<file path="config.mk">
export PLATFORM = sky130hd
export DESIGN_NAME = ball_engine
export DESIGN_NICKNAME = d
export VERILOG_FILES = /design/src/rtl/pong_pkg.sv /design/src/rtl/rect_overlap.sv /design/src/rtl/ball_engine.sv
export SDC_FILE = /design/constraint.sdc
export NUM_CORES = 1
export LEC_CHECK = 0
export ABC_AREA = 1
export CAP_MARGIN = 5
export CELL_PAD_IN_SITES_DETAIL_PLACEMENT = 0
export CELL_PAD_IN_SITES_GLOBAL_PLACEMENT = 2
export CORE_UTILIZATION = 28
export DETAILED_ROUTE_END_ITERATION = 10
export PLACE_DENSITY = 0.92
export REMOVE_ABC_BUFFERS = 1
export SLEW_MARGIN = 20
export SYNTH_ARGS = -nofsm -noshare
export SYNTH_HDL_FRONTEND = slang
export SYNTH_SLANG_ARGS = --single-unit
export TNS_END_PERCENT = 30
</file>
<file path="constraint.sdc">
create_clock -name in_clock -period 5.8 [get_ports in_clock]
set_input_delay 1.16 -clock in_clock [delete_from_list [all_inputs] [get_ports in_clock]]
set_output_delay 1.16 -clock in_clock [all_outputs]
set_load 0.01 [all_outputs]
</file>
<file path="src/rtl/pong_pkg.sv">
// Shared Pong types: FSM state encodings, display limits and coordinate rect type.
// Latency: none (types, constants and one pure function only).
// Backpressure: not applicable.
package pong_pkg;

  localparam int COORD_W = 12;
  localparam int DISP_W  = 639;
  localparam int DISP_H  = 470;

  typedef logic [COORD_W-1:0] coord_t;

  // Edges of an axis-aligned rectangle, inclusive on all four sides.
  typedef struct packed {
    coord_t x1;
    coord_t x2;
    coord_t y1;
    coord_t y2;
  } rect_t;

  typedef enum logic [2:0] {
    ST_IDLE   = 3'd0,
    ST_SERVE  = 3'd1,
    ST_PLAY   = 3'd2,
    ST_SCORED = 3'd3,
    ST_OVER   = 3'd4
  } state_e;

  // Score increment that sticks at the ceiling.
  function automatic logic [3:0] sat_inc(input logic [3:0] v, input logic [3:0] lim);
    return (v >= lim) ? lim : v + 4'd1;
  endfunction

endpackage

</file>
<file path="src/rtl/rect_overlap.sv">
// Inclusive overlap test of two rectangles (touching edges count as overlap).
// Latency: combinational.
// Backpressure: none.
module rect_overlap
  import pong_pkg::*;
(
  input  rect_t a_i,
  input  rect_t b_i,
  output logic  hit_o
);

  assign hit_o = (a_i.x1 <= b_i.x2) && (b_i.x1 <= a_i.x2) &&
                 (a_i.y1 <= b_i.y2) && (b_i.y1 <= a_i.y2);

endmodule

</file>
<file path="src/rtl/ball_engine.sv">
// Pong ball: moves one step per animation strobe, bounces off walls/bars, keeps score, runs serve/game FSM.
// Latency: one clock from strobe to new edges; a miss shows score/point one clock later (SCORED state).
// Backpressure: none; bar edges are sampled on the strobe clock. BALL_SPEEDUP_EN enables speed-up on bar hits.
module ball_engine
  import pong_pkg::*;
#(
  parameter int H_SIZE      = 8,
  parameter int IX          = 320,
  parameter int IY          = 240,
  parameter int SPEED       = 2,
  parameter int MAX_SPEED   = 6,
  parameter int D_WIDTH     = DISP_W,
  parameter int D_HEIGHT    = DISP_H,
  parameter int SERVE_DELAY = 60,
  parameter int MAX_SCORE   = 9
) (
  input  logic         in_clock,
  input  logic         in_reset_n,
  input  logic         in_ani_stb,
  input  logic         in_animate,
  input  logic         in_serve,
  input  logic [11:0]  in_bl_x1,
  input  logic [11:0]  in_bl_x2,
  input  logic [11:0]  in_bl_y1,
  input  logic [11:0]  in_bl_y2,
  input  logic [11:0]  in_br_x1,
  input  logic [11:0]  in_br_x2,
  input  logic [11:0]  in_br_y1,
  input  logic [11:0]  in_br_y2,
  output logic [11:0]  out_x1,
  output logic [11:0]  out_x2,
  output logic [11:0]  out_y1,
  output logic [11:0]  out_y2,
  output logic [3:0]   out_score_l,
  output logic [3:0]   out_score_r,
  output logic [1:0]   out_point,
  output logic [2:0]   out_state
);

  // Speed register is sized for the larger of the start speed and the ceiling.
  localparam int SPD_TOP = (MAX_SPEED > SPEED) ? MAX_SPEED : SPEED;
  localparam int SPD_W   = $clog2(SPD_TOP + 1);
  localparam int CNT_W   = $clog2(SERVE_DELAY + 1);

  localparam coord_t           HS         = coord_t'(H_SIZE);
  localparam coord_t           CX         = coord_t'(IX);
  localparam coord_t           CY         = coord_t'(IY);
  localparam coord_t           DW         = coord_t'(D_WIDTH);
  localparam coord_t           DH         = coord_t'(D_HEIGHT);
  localparam logic [SPD_W-1:0] SPD_INIT   = SPD_W'(SPEED);
  localparam logic [CNT_W-1:0] SERVE_LAST = CNT_W'(SERVE_DELAY - 1);
  localparam logic [3:0]       MAX_SC     = 4'(MAX_SCORE);
`ifdef BALL_SPEEDUP_EN
  localparam logic [SPD_W-1:0] SPD_CEIL   = SPD_W'(MAX_SPEED);
`endif

  state_e           state_q;
  coord_t           x_q, y_q;
  logic             dx_neg_q, dy_neg_q;
  logic [SPD_W-1:0] speed_q;
  logic [CNT_W-1:0] cnt_q;
  logic [3:0]       score_l_q, score_r_q;
  logic [1:0]       point_q;
  logic             right_scored_q;

  coord_t     spd, nx_d, ny_d;
  rect_t      cand, bar_l, bar_r;
  logic       ovl_l, ovl_r, hit_l, hit_r, bar_hit;
  logic       wall, miss_l, miss_r, step;
  logic [3:0] score_l_d, score_r_d;

  assign step = in_ani_stb && in_animate;
  assign spd  = coord_t'(speed_q);

  // Guards compare against speed+H_SIZE so no subtraction can underflow.
  assign wall = ( dy_neg_q && (y_q <= spd + HS)) ||
                (!dy_neg_q && (y_q + HS + spd >= DH));

  // Candidate centre, saturating at zero on the left/top side.
  assign nx_d = dx_neg_q ? ((x_q > spd) ? x_q - spd : coord_t'(0)) : x_q + spd;
  assign ny_d = dy_neg_q ? ((y_q > spd) ? y_q - spd : coord_t'(0)) : y_q + spd;

  assign cand = '{x1: (nx_d > HS) ? nx_d - HS : coord_t'(0), x2: nx_d + HS,
                  y1: (ny_d > HS) ? ny_d - HS : coord_t'(0), y2: ny_d + HS};
  assign bar_l = '{x1: in_bl_x1, x2: in_bl_x2, y1: in_bl_y1, y2: in_bl_y2};
  assign bar_r = '{x1: in_br_x1, x2: in_br_x2, y1: in_br_y1, y2: in_br_y2};

  rect_overlap u_ovl_l (.a_i(cand), .b_i(bar_l), .hit_o(ovl_l));
  rect_overlap u_ovl_r (.a_i(cand), .b_i(bar_r), .hit_o(ovl_r));

  // An overlap only counts while heading toward that bar, so a ball leaving a bar never re-flips.
  assign hit_l   = ovl_l &&  dx_neg_q;
  assign hit_r   = ovl_r && !dx_neg_q;
  assign bar_hit = hit_l || hit_r;
  assign miss_l  =  dx_neg_q && (x_q <= spd + HS)       && !hit_l;
  assign miss_r  = !dx_neg_q && (x_q + HS + spd >= DW)  && !hit_r;

  assign score_l_d = sat_inc(score_l_q, MAX_SC);
  assign score_r_d = sat_inc(score_r_q, MAX_SC);

  // Game FSM with ball position, direction, speed, scores and point pulse.
  always_ff @(posedge in_clock) begin
    if (!in_reset_n) begin
      state_q        <= ST_IDLE;
      x_q            <= CX;
      y_q            <= CY;
      dx_neg_q       <= 1'b0;
      dy_neg_q       <= 1'b0;
      speed_q        <= SPD_INIT;
      cnt_q          <= '0;
      score_l_q      <= '0;
      score_r_q      <= '0;
      point_q        <= '0;
      right_scored_q <= 1'b0;
    end else begin
      point_q <= '0;
      case (state_q)
        ST_IDLE: begin
          x_q <= CX;
          y_q <= CY;
          if (in_serve) begin
            cnt_q   <= '0;
            state_q <= ST_SERVE;
          end
        end
        ST_SERVE: begin
          if (step) begin
            if (cnt_q == SERVE_LAST) begin
              cnt_q   <= '0;
              state_q <= ST_PLAY;
            end else begin
              cnt_q <= cnt_q + CNT_W'(1);
            end
          end
        end
        ST_PLAY: begin
          if (step) begin
            if (wall) dy_neg_q <= !dy_neg_q;
            else      y_q      <= ny_d;
            if (bar_hit) begin
              dx_neg_q <= !dx_neg_q;
`ifdef BALL_SPEEDUP_EN
              if (speed_q < SPD_CEIL) speed_q <= speed_q + SPD_W'(1);
`endif
            end else if (miss_l || miss_r) begin
              right_scored_q <= miss_l;
              state_q        <= ST_SCORED;
            end else begin
              x_q <= nx_d;
            end
          end
        end
        ST_SCORED: begin
          x_q     <= CX;
          y_q     <= CY;
          speed_q <= SPD_INIT;
          // Next serve heads toward the player who just conceded.
          if (right_scored_q) begin
            point_q   <= 2'b10;
            score_r_q <= score_r_d;
            dx_neg_q  <= 1'b1;
            state_q   <= (score_r_d == MAX_SC) ? ST_OVER : ST_SERVE;
          end else begin
            point_q   <= 2'b01;
            score_l_q <= score_l_d;
            dx_neg_q  <= 1'b0;
            state_q   <= (score_l_d == MAX_SC) ? ST_OVER : ST_SERVE;
          end
        end
        ST_OVER: begin
          x_q <= CX;
          y_q <= CY;
          if (in_serve) begin
            score_l_q <= '0;
            score_r_q <= '0;
            cnt_q     <= '0;
            state_q   <= ST_SERVE;
          end
        end
        default: state_q <= ST_IDLE;
      endcase
    end
  end

  assign out_x1      = x_q - HS;
  assign out_x2      = x_q + HS;
  assign out_y1      = y_q - HS;
  assign out_y2      = y_q + HS;
  assign out_score_l = score_l_q;
  assign out_score_r = score_r_q;
  assign out_point   = point_q;
  assign out_state   = state_q;

endmodule
</file>
# Word level (Yosys, flattened, before mapping)
# Index checks and enable logic that the tools add are counted.
# word_totals
romBits,0
word_cells,143
ram_bits,0
output_inout_bits,61
reg_bits,46
n_memories,0
latch_bits,0
# classes
add_sub_neg,17
n_mux,39
shifts,0
n_reduce_logical,39
n_bitwise,1
div,0
order_cmp,18
eq_ne,19
mul,0
# op_table
cell,n
2-to-1 mux 12 bit,11
<= comparator 12 bit,8
adder 12 x 2 -> 12 bit (second input constant),4
adder 12 x 4 -> 12 bit (second input constant),4
one-hot mux 12 bit (2 select lines),2
subtractor 12 x 4 -> 12 bit (second input constant),4
2-to-1 mux 3 bit,9
> comparator 12 x 2 -> 1 bit (second input constant),2
> comparator 12 x 4 -> 1 bit (second input constant),2
<= comparator 12 x 4 -> 1 bit (second input constant),2
subtractor 12 x 2 -> 12 bit (second input constant),2
!= test 2 bit (second input constant),11
2-to-1 mux 4 bit,5
2-to-1 mux 6 bit,3
AND reduction 3 bit,6
one-hot mux 4 bit (2 select lines),2
logical AND 1 bit,15
greater-or-equal comparator 12 x 10 -> 1 bit (second input constant),1
greater-or-equal comparator 12 x 9 -> 1 bit (second input constant),1
one-hot mux 3 bit (4 select lines),1
one-hot mux 6 bit (2 select lines),1
adder 4 x 1 -> 4 bit (second input constant),2
== test 4 bit (second input constant),2
greater-or-equal comparator 4 bit (second input constant),2
other kinds (19),31

# Depth between registers and ports, before layout
# logic_depth
depth_word,17
depth_mapped,38
mapped_depth_nobuf,37

# Hierarchy
# A second synthesis with hierarchy kept.
# unflattened
cells_unflattened,1312
hier_area_um2,8036.5
# by_module_without_submodules
module,area_per_inst_um2,seq_area_each_um2,cells_per_inst,instances
ball_engine,5358.9,920.9,854,1
rect_overlap,1338.8,0.0,229,2

# Least setup slack after synthesis
# Ideal clock, no wire load.
# synth_timing
path_type,flip-flop to flip-flop
startpoint,register y_q[3]
endpoint,register x_q[6]
stages_incl_launch_ff,32
path_buffers,3
arrival_time_ns,4.408
setup_ns,0.133
required_ns,5.667
synth_period_minus_slack_ns,4.542
slack_ns,1.258
path_cell_list,dfxtp_1 clkbuf_2 inv_1 ha_1 nand2_1 nor2_1 nand2_1 nor3_1 xor2_1 a21oi_1 o21ai_1 nor2_1 nand3_1 nor3_1 clkbuf_1 a21oi_1 ha_1 a21oi_1 nor2_1 a211oi_1 o221ai_1 nor2_1 nor2_1 a221oi_1 nand2_1 nand3_1 nand3_2 nand2_4 nand2_8 buf_8 nand2_1 nand3_1
# synth_via
elab_chain_len,14
elab_cells_between_ends,28
cone_classes,add/sub: 4; order compare: 6; eq/ne: 2; mux: 3; reduce/logical: 13
# synth_rtl
item,line,source
"start, declared",ball_engine.sv:58,"coord_t x_q, y_q;"
"start signal, assigned",ball_engine.sv:139,else y_q <= ny_d;
subtractor 12 x 2 -> 12 bit / > comparator 12 x 2 -> 1 bit (equally long branches),ball_engine.sv:81,assign ny_d = dy_neg_q ? ((y_q > spd) ? y_q - spd : coord_t'(0)) : y_q + spd;
2-to-1 mux 12 bit,ball_engine.sv:81,
2-to-1 mux 12 bit (*),ball_engine.sv:81,
subtractor 12 x 4 -> 12 bit / > comparator 12 x 4 -> 1 bit (equally long branches),ball_engine.sv:84,"y1: (ny_d > HS) ? ny_d - HS : coord_t'(0), y2: ny_d + HS};"
2-to-1 mux 12 bit,ball_engine.sv:84,
<= comparator 12 bit,rect_overlap.sv:13,(a_i.y1 <= b_i.y2) && (b_i.y1 <= a_i.y2);
logical AND 1 bit,rect_overlap.sv:12,assign hit_o = (a_i.x1 <= b_i.x2) && (b_i.x1 <= a_i.x2) &&
logical AND 1 bit,rect_overlap.sv:13,
"logical AND 1 bit, on equally long branches","ball_engine.sv:92, ball_engine.sv:93",
"zero test 1 bit, on equally long branches","ball_engine.sv:95, ball_engine.sv:96",
"logical AND 1 bit, on equally long branches","ball_engine.sv:95, ball_engine.sv:96",
logical OR 1 bit,ball_engine.sv:145,end else if (miss_l || miss_r) begin
!= test 2 bit (no line),n/a,
AND reduction 4 bit (no line) (*),n/a,
"end signal, assigned",ball_engine.sv:149,x_q <= nx_d;
"end, declared",ball_engine.sv:58,
# Every way passes the cells marked *; elsewhere a longest branch is shown, timed or not.
# A chain may end at the register's enable or synchronous reset.

# Worst setup path in the final report
# Same ends and word-level chain as after synthesis.

==> run metrics <==
Post-synth ARST share=0%; Rows=59; worst setup path class=flop to flop; Setup WS post-layout=0.628 ns; antenna violations before repair=0; WP buf/inv=6; drt wl/cell=14.3 microns; Post-DP HPWL=19600 microns; clock buffer count from CTS=5; Die ar.=27200 sq um; max-cap viol count=0; Area Overhead vs Synth=26.7%; final-report hold violation count=0; total gr overflow=0; CP Max Fanout=18; Final min period=5.17 ns; critical path's slowest cell=dfxtp_2; mapped cell area=7420 sq um; outcome=finished, final reports clean; Place WS=0.315 ns; Worst-Margin Slew=0.856 ns; RSZ-0062 raised after global routing=no; synth warn=0; Setup TNS=0 ns; Placed Area=9240 sq um; worst vdd ir=166 uV; gpl congestion=0.878; Slew headroom=42.3%; 1st-iter DRT viols=367; post_cts resized=0; clock skew=0.00695 ns; Starting Density=28.5%; drt first pass iters=5; Root Buffer Master=clkbuf_16; Die Y-Extent=165 microns; # clock sinks=46; core area=26100 sq um; worst-skew pair later-pin latency=0.29 ns; layout cells sized above 1=6.67%; synthesized netlist cell count=1170; Setup Buffers After CTS=0; total track usage=17.3%; Final nets=1524; final instance area=9410 sq um; Arr. time, crit path=5.34 ns; port bufs=161; Via Count=7691; first-pass GRT wire length=37300 microns; Pleak=4.38 nW; Setup-failing EPs final=0; Critical Path Sink Type=flop; final period utilization=89.2%; DRC violations left=0; vias in the first global route=7366; critical path's largest stage delay=0.41 ns; Pwr per Cell Area=316 nW/um^2; Final Slew Violations=0; Die Wd=165 microns; Seq/Total Area, Yosys=12.4%; Reg2Reg Setup Slack=0.63 ns; Post-Route WL=23500 microns; hold buffer count at cts=0; Avg Cell Area, Syn=6.34 sq um; CTS tree=done; Clock transition at path regs=0.07 ns; max frequency=193 MHz; Clock Path Buffers=2; post-route ant nets=0; Most used DFF post-synth=dfxtp_1; Hold Crit Class=flop to flop; # fillers=2859; IO Pins=162; pin count of the biggest net entering global routing=24; CP required=5.97 ns; crit-path most repeated cell=nand2_1; post-synth cell types=54; EDFF count, synth=0; Vias/cell=4.69; startpoint class of the critical path=flop; CP top delay family=simple AND/OR/NAND/NOR gates; Seq cells post-synth=46; H-Tree Depth=2; n_diodes=0
==> layer usage <==
metal | vias to the layer above | wire length [microns] | GRT usage [%]
met2 | 172 | 11200 | 30.4
met1 | 3444 | 11100 | 22.7
met4 | 0 | 233 | 3.13
li1 | 4058 | - | -
met3 | 17 | 951 | 1.96
met5 | - | 0 | 0
==> metrics by stage <==
step	cells	power (mW)	hold slack, ns	util, %
4_1_cts	1640	3.00	0.492	36.1
3_5_place_dp	1632	2.68	0.483	35.5
5_1_grt	1640	3.31	0.508	36.1
3_3_place_gp	1632	2.67	0.479	35.5
2_1_floorplan	1131	1.97	0.455	-
6_report	1640	2.97	0.489	36.1
==> worst register-to-register path, delay by kind of cell (launching register included) <==
family          cells  cell delay [ns]
buf+inv             6             0.72
xor+xnor            1             0.16
simple gates       20             2.10
fa+ha+maj           3             0.81
compound gates      4             0.85
flops               1             0.41
==> cells in the mapped netlist (3+ instances only) <==
| cell | number | area (sq um) |
|---|---|---|
| a211oi_1 | 7 | 52.6 |
| a21oi_1 | 86 | 430 |
| a221o_1 | 5 | 50.1 |
| a31oi_1 | 7 | 43.8 |
| a32o_1 | 3 | 30.0 |
| buf_2 | 5 | 25.0 |
| buf_4 | 14 | 105 |
| buf_6 | 4 | 45.0 |
| clkbuf_1 | 13 | 48.8 |
| clkinv_2 | 3 | 15.0 |
| dfxtp_1 | 46 | 921 |
| ha_1 | 119 | 1490 |
| inv_1 | 191 | 717 |
| inv_2 | 13 | 48.8 |
| nand2_1 | 191 | 717 |
| nand2_2 | 13 | 81.3 |
| nand2_4 | 4 | 45.0 |
| nand3_1 | 56 | 280 |
| nand3_2 | 8 | 80.1 |
| nand3_4 | 3 | 52.6 |
| nand3b_1 | 4 | 30.0 |
| nand4_1 | 26 | 163 |
| nor2_1 | 161 | 604 |
| nor2_2 | 12 | 75.1 |
| nor2_4 | 5 | 56.3 |
| nor3_1 | 24 | 120 |
| o2111ai_1 | 5 | 43.8 |
| o21a_1 | 4 | 30.0 |
| o21ai_0 | 45 | 225 |
| o21ai_1 | 3 | 15.0 |
| xnor2_1 | 6 | 52.6 |
| xor2_1 | 56 | 490 |
==> sequential cells by signal (all words and copies together), names as in the netlist <==
| name | flops |
|---|---|
| cnt_q | 6 |
| out_score_r | 4 |
| out_point | 2 |
| out_score_l | 4 |
| x_q | 12 |
| dy_neg_q | 1 |
| right_scored_q | 1 |
| y_q | 12 |
| out_state | 3 |
| dx_neg_q | 1 |
==> report_power, final <==
group | switching [mW] | internal [mW] | leakage [nW] | total, mW
logic | 1.33 | 0.862 | 3.94 | 2.19
clock network | 0.128 | 0.173 | 0.0735 | 0.301
registers | 0.111 | 0.370 | 0.375 | 0.482
total | 1.57 | 1.41 | 4.38 | 2.97
==> placed cells by master (no fill, tap or decap), types with 4 or more instances in the layout <==
cell type / count
a211oi_1: 7
a21oi_1: 86
a221o_1: 5
a31oi_1: 7
buf_4: 5
clkbuf_16: 5
clkdlybuf4s50_1: 161
dfxtp_1: 45
ha_1: 119
inv_1: 190
inv_2: 14
nand2_1: 191
nand2_2: 13
nand2_4: 4
nand3_1: 56
nand3_2: 8
nand3b_1: 4
nand4_1: 26
nor2_1: 160
nor2_2: 13
nor2_4: 5
nor3_1: 23
o2111ai_1: 5
o21a_1: 4
o21ai_0: 45
xnor2_1: 6
xor2_1: 56
==> worst paths after layout <==
| kind | start | endpoint | cells past startpoint |
|---|---|---|---|
| max reg2reg | y_q[3] | x_q[6] | 34 |
| max | y_q[3] | x_q[6] | 34 |
| min | cnt_q[1] | cnt_q[1] | 2 |
| min reg2reg | cnt_q[1] | cnt_q[1] | 2 |
==> cell families (layout without fill, tap and decap cells) <==
| logic type | Yosys count | in the layout | share of synthesized area [%] |
|---|---|---|---|
| XOR/XNOR | 62 | 62 | 7.32 |
| adder cells (fa/ha/maj) | 119 | 119 | 20.1 |
| AO/OA/AOI/OAI | 183 | 183 | 14.4 |
| AND/OR/NAND/NOR | 513 | 513 | 31.9 |
| buffers and inverters | 247 | 382 | 13.9 |
| flip-flops | 46 | 46 | 12.4 |
==> area by class of cell <==
| cell class | instances | area (sq um) | area share (%) |
|---|---|---|---|
| clock inverter | 2 | 16.3 | 0.173 |
| inverter | 208 | 785 | 8.34 |
| clock buffer | 6 | 139 | 1.48 |
| multi-input combinational | 877 | 5480 | 58.2 |
| sequential | 46 | 922 | 9.80 |
| tap | 335 | 419 | 4.46 |
| timing repair buffer | 166 | 1650 | 17.5 |
No activity file was read; power rests on OpenSTA's default activity.
